$ cat src/rtl/bcd_wrap_counter.sv
// Multi-digit packed-BCD up/down counter with selectable wrap limit, load and wrap/saturate mode.
// Latency 1 cycle from request to value/pulses; no backpressure, every request is acted on.
module bcd_wrap_counter #(
   parameter int                  DIGITS    = 2,
   parameter logic [4*DIGITS-1:0] LIMIT     = 'h23,
   parameter logic [4*DIGITS-1:0] ALT_LIMIT = 'h11
) (
   input  logic                  clk_out,
   input  logic                  rst,
   input  logic                  inc,
   input  logic                  dec,
   input  logic                  load,
   input  logic [4*DIGITS-1:0]   load_value,
   input  logic                  limit_sel,
   input  logic                  wrap_en,
   output logic [4*DIGITS-1:0]   value,
   output logic                  carry,
   output logic                  borrow,
   output logic                  load_err,
   output logic                  at_zero
);

   localparam int W = 4 * DIGITS;

   function automatic logic bcd_ok(input logic [W-1:0] v);
      logic ok;
      ok = 1'b1;
      for (int i = 0; i < DIGITS; i++) begin
         if (v[4*i +: 4] > 4'd9) ok = 1'b0;
      end
      return ok;
   endfunction

   function automatic logic [W-1:0] bcd_inc(input logic [W-1:0] v);
      logic [W-1:0] r;
      logic         c;
      r = v;
      c = 1'b1;
      for (int i = 0; i < DIGITS; i++) begin
         if (c) begin
            if (v[4*i +: 4] == 4'd9) begin
               r[4*i +: 4] = 4'd0;
            end else begin
               r[4*i +: 4] = v[4*i +: 4] + 4'd1;
               c = 1'b0;
            end
         end
      end
      return r;
   endfunction

   function automatic logic [W-1:0] bcd_dec(input logic [W-1:0] v);
      logic [W-1:0] r;
      logic         b;
      r = v;
      b = 1'b1;
      for (int i = 0; i < DIGITS; i++) begin
         if (b) begin
            if (v[4*i +: 4] == 4'd0) begin
               r[4*i +: 4] = 4'd9;
            end else begin
               r[4*i +: 4] = v[4*i +: 4] - 4'd1;
               b = 1'b0;
            end
         end
      end
      return r;
   endfunction

   logic [W-1:0] lim;
   logic [W-1:0] value_nxt;
   logic         carry_nxt;
   logic         borrow_nxt;
   logic         load_err_nxt;

   assign lim     = limit_sel ? ALT_LIMIT : LIMIT;
   assign at_zero = (value == '0);

   // Packed BCD orders like plain binary, so all bound checks are direct vector compares.
   always_comb begin
      value_nxt    = value;
      carry_nxt    = 1'b0;
      borrow_nxt   = 1'b0;
      load_err_nxt = 1'b0;
      if (load) begin
         if (bcd_ok(load_value) && (load_value <= lim)) value_nxt = load_value;
         else load_err_nxt = 1'b1;
      end else if (dec) begin
         if (value != '0) begin
            value_nxt = bcd_dec(value);
         end else if (wrap_en) begin
            value_nxt  = lim;
            borrow_nxt = 1'b1;
         end
      end else if (inc) begin
         if (value < lim) begin
            value_nxt = bcd_inc(value);
         end else if (wrap_en) begin
            value_nxt = '0;
            carry_nxt = 1'b1;
         end
      end else if (value > lim) begin
         value_nxt = '0;
      end
   end

   always_ff @(posedge clk_out) begin
      if (rst) begin
         value    <= '0;
         carry    <= 1'b0;
         borrow   <= 1'b0;
         load_err <= 1'b0;
      end else begin
         value    <= value_nxt;
         carry    <= carry_nxt;
         borrow   <= borrow_nxt;
         load_err <= load_err_nxt;
      end
   end

   always_ff @(posedge clk_out) begin
      assert ((DIGITS >= 1) && (DIGITS <= 4) && bcd_ok(LIMIT) && bcd_ok(ALT_LIMIT))
         else $error("bcd_wrap_counter: illegal DIGITS or non-BCD limit parameter");
   end

endmodule
$ cat config.mk
export PLATFORM = sky130hd
export DESIGN_NAME = bcd_wrap_counter
export DESIGN_NICKNAME = d
export VERILOG_FILES = /design/src/rtl/bcd_wrap_counter.sv
export SDC_FILE = /design/constraint.sdc
export NUM_CORES = 1
export LEC_CHECK = 0
export CAP_MARGIN = 20
export CORE_UTILIZATION = 30
export CTS_CLUSTER_DIAMETER = 80
export DETAILED_ROUTE_END_ITERATION = 10
export PLACE_DENSITY = 0.54
export SYNTH_ARGS = -nofsm -noshare
export SYNTH_HDL_FRONTEND = slang
export SYNTH_SLANG_ARGS = --single-unit
$ cat constraint.sdc
create_clock -name clk_out -period 6.5 [get_ports clk_out]
set_input_delay 1.95 -clock clk_out [delete_from_list [all_inputs] [get_ports clk_out]]
set_output_delay 1.95 -clock clk_out [all_outputs]
set_load 0.005 [all_outputs]
==> reports/qor.txt <==
Fin nets: 188
Setup tns final: 0 ns
Power per cell area: 196 nW/µm²
Synth top area cells: dfxtp_1, ha_1, a21oi_1
Initial antenna violation count: 0
GRT overflow: 0
Vias/cell: 5.50
Vias in the first global route: 1036
Placed cells: 203
Leakage Power: 0.567 nW
Met3 routed WL: 102 µm
Final ANT Viol Nets: 0
Total CTS buffers: 3
Register Area: 220 µm²
Gate Count Post-Synth: 136
Diode count: 0
Post-route cell area: 1470 µm²
Ys async rst share: 0
CP Launch Type: primary input
Final setup viols: 0
Die Y: 63.2 µm
Initial drt markers: 64
Yosys warns: 0
Die area: 4000 µm²
Root Buffer: clkbuf_8
GPL Wtd Cong: 0.870
FF-to-FF End: value[7]$_SDFFE_PP0P_
Tcrit/Tclk final: 0.719
Post-CTS sizing: 0
Dpl ws: 1.60 ns
Top cell type by total area after synthesis: dfxtp_1
Die Wd: 63.2 µm
Most frequent cell after synthesis: a21oi_1
Area grow syn2layout: 30.5%
Final hold vios: 0
Slowest CP cell: clkdlybuf4s50_1
Top_reg_cell synth: dfxtp_1
Crit path DAT: 4.80 ns
Worst-margin pin slew: 0.752 ns
Hold Startpoint: value[5]$_SDFFE_PP0P_
Cell Area, Synth: 1120 µm²
Synth top area share: 0.196
Num Clock Sinks: 11
Hold depth: 2
Core Region: 3470 µm²
Run status: finished clean
Pre-antenna DRT Iters: 4
Layout fillers: 354
Fin util: 0.423
Slew headroom: 0.498
Hold path endpoint: value[5]$_SDFFE_PP0P_
Hold WC Path Type: reg -> reg
Setup slack after layout: 1.83 ns
CP Class: in -> reg
Dpl hpwl: 2460 µm
# rows: 21
Crit path cell chain: clkdlybuf4s50_1, inv_1, ha_1, a22o_1, o31a_1, o31ai_1, nand3_4, a211oi_4, mux2_4
Share of post-route cells with drive strength above 1: 0.0621
R2r worst-path depth: 7
Max-cap viol count: 0
Area occupied by multi-input gates: 840 µm²
Synthesized Nets: 162
Hold_buf cts: 0
#FFs+latches synth: 11
VDD IR max: 0.000137 V
Met1 Wirelength: 1450 µm
Most common library cells after synthesis: a21oi_1, inv_1, dfxtp_1, ha_1, nor2_1
Final min period: 4.67 ns
WL final: 3100 µm
CP Max Fanout: 9
Slowest stage delay, CP: 0.62 ns
Clk slew on worst S/H paths: 0.05 ns
CP Capture Type: flop
DRC Markers: 0
Required time of the critical path: 6.63 ns
Area after DPL: 1420 µm²
DR vias: 1139
Avg Synthesized Cell Area: 8.27 µm²
First-pass GRT wire length: 5160 µm
I/O pin count: 27
Met2 routed WL: 1530 µm
Wirelength per Cell: 15.0 µm
Tot Pwr: 0.288 mW
Top sig layer: met4
CTS tree: built
Post-CTS Setup Bufs: 0
Port Buffers: 26
Unrepaired setup endpoints after global routing: no
Fin Clk Skew: 0.00222 ns
GRT Total Usage: 0.167
Fmax: 214 MHz
WHS: 0.585 ns
EDFF count, synth: 0
Max-slew violations: 0
Post-Layout Cell Count: 207
H-tree levels: 1
Yosys cell types: 45
Reg-to-Reg Start: value[1]$_SDFFE_PP0P_
Part of the Yosys area used for sequential elements: 0.196
Clk buf depth: 2
Largest net degree at the start of global routing: 18
Flop2flop setup slack: 3.79 ns
Clk Latency, worst-skew pair: 0.24 ns
Initial Utilization: 0.324
==> per-layer routing <==
| layer | vias to the layer above | global-route usage |
|---|---|---|
| li1 | 570 | - |
| met1 | 542 | 0.208 |
| met2 | 25 | 0.290 |
| met3 | 2 | 0.0380 |
| met4 | 0 | 0.0341 |
| met5 | - | 0 |
==> worst max-delay path, delay by kind of cell <==
kind	cells	cell delay [ns]
adder cells (fa/ha/maj)	1	0.31
buffers and inverters	2	0.75
multiplexers	1	0.33
AND/OR/NAND/NOR	1	0.25
AO/OA/AOI/OAI	4	1.21
==> layout by cell type (no fill, tap or decap), drive strengths merged, types with 2 or more instances in the layout <==
| cell type | n |
|---|---|
| ha | 11 |
| nor2b | 6 |
| a21o | 2 |
| o31ai | 3 |
| nor2 | 8 |
| o31a | 3 |
| clkbuf | 4 |
| a21oi | 13 |
| dfxtp | 11 |
| a211oi | 7 |
| nand4 | 2 |
| nand2 | 3 |
| inv | 12 |
| nand3 | 4 |
| o21ai | 6 |
| mux2i | 3 |
| clkdlybuf4s50 | 26 |
| a2111o | 3 |
| nand2b | 6 |
| nor3 | 4 |
| o32ai | 2 |
| or3b | 3 |
==> state kept, by name (all words and copies together), names as in the netlist <==
signal	flops
value	8
load_err	1
carry	1
borrow	1
==> how the worst max path moves through the flow <==
| stage | startpoint | end | slack (ns) | depth (start not counted) |
|---|---|---|---|---|
| after CTS | limit_sel | value[7]$_SDFFE_PP0P_ | 1.85 | 9 |
| final | limit_sel | value[7]$_SDFFE_PP0P_ | 1.83 | 9 |
| after global placement | limit_sel | value[7]$_SDFFE_PP0P_ | 1.73 | 9 |
| after floorplan | limit_sel | value[7]$_SDFFE_PP0P_ | 2.48 | 7 |
| after global routing | limit_sel | value[7]$_SDFFE_PP0P_ | 1.67 | 9 |
| after detailed placement | limit_sel | value[7]$_SDFFE_PP0P_ | 1.60 | 9 |
==> logic make-up after synthesis <==
family	after synthesis	share of synthesized area
AO/OA/AOI/OAI	51	0.352
AND/OR/NAND/NOR	41	0.225
buffers and inverters	17	0.0578
adder cells (fa/ha/maj)	11	0.122
flip-flops	11	0.196
multiplexers	4	0.0400
XOR/XNOR	1	0.00779
==> area by class of cell <==
class                           count  area share
Inverter                           12      0.0307
Tap cell                           46      0.0392
Clock buffer                        4      0.0307
Multi-Input combinational cell    108       0.572
Sequential cell                    11       0.150
Timing Repair Buffer               26       0.177
==> where the power goes <==
group	internal [mW]	switching, mW
logic	0.0647	0.0670
registers	0.0739	0.0135
clock network	0.0431	0.0255
total	0.182	0.106
(Power assumes the default switching activity.)
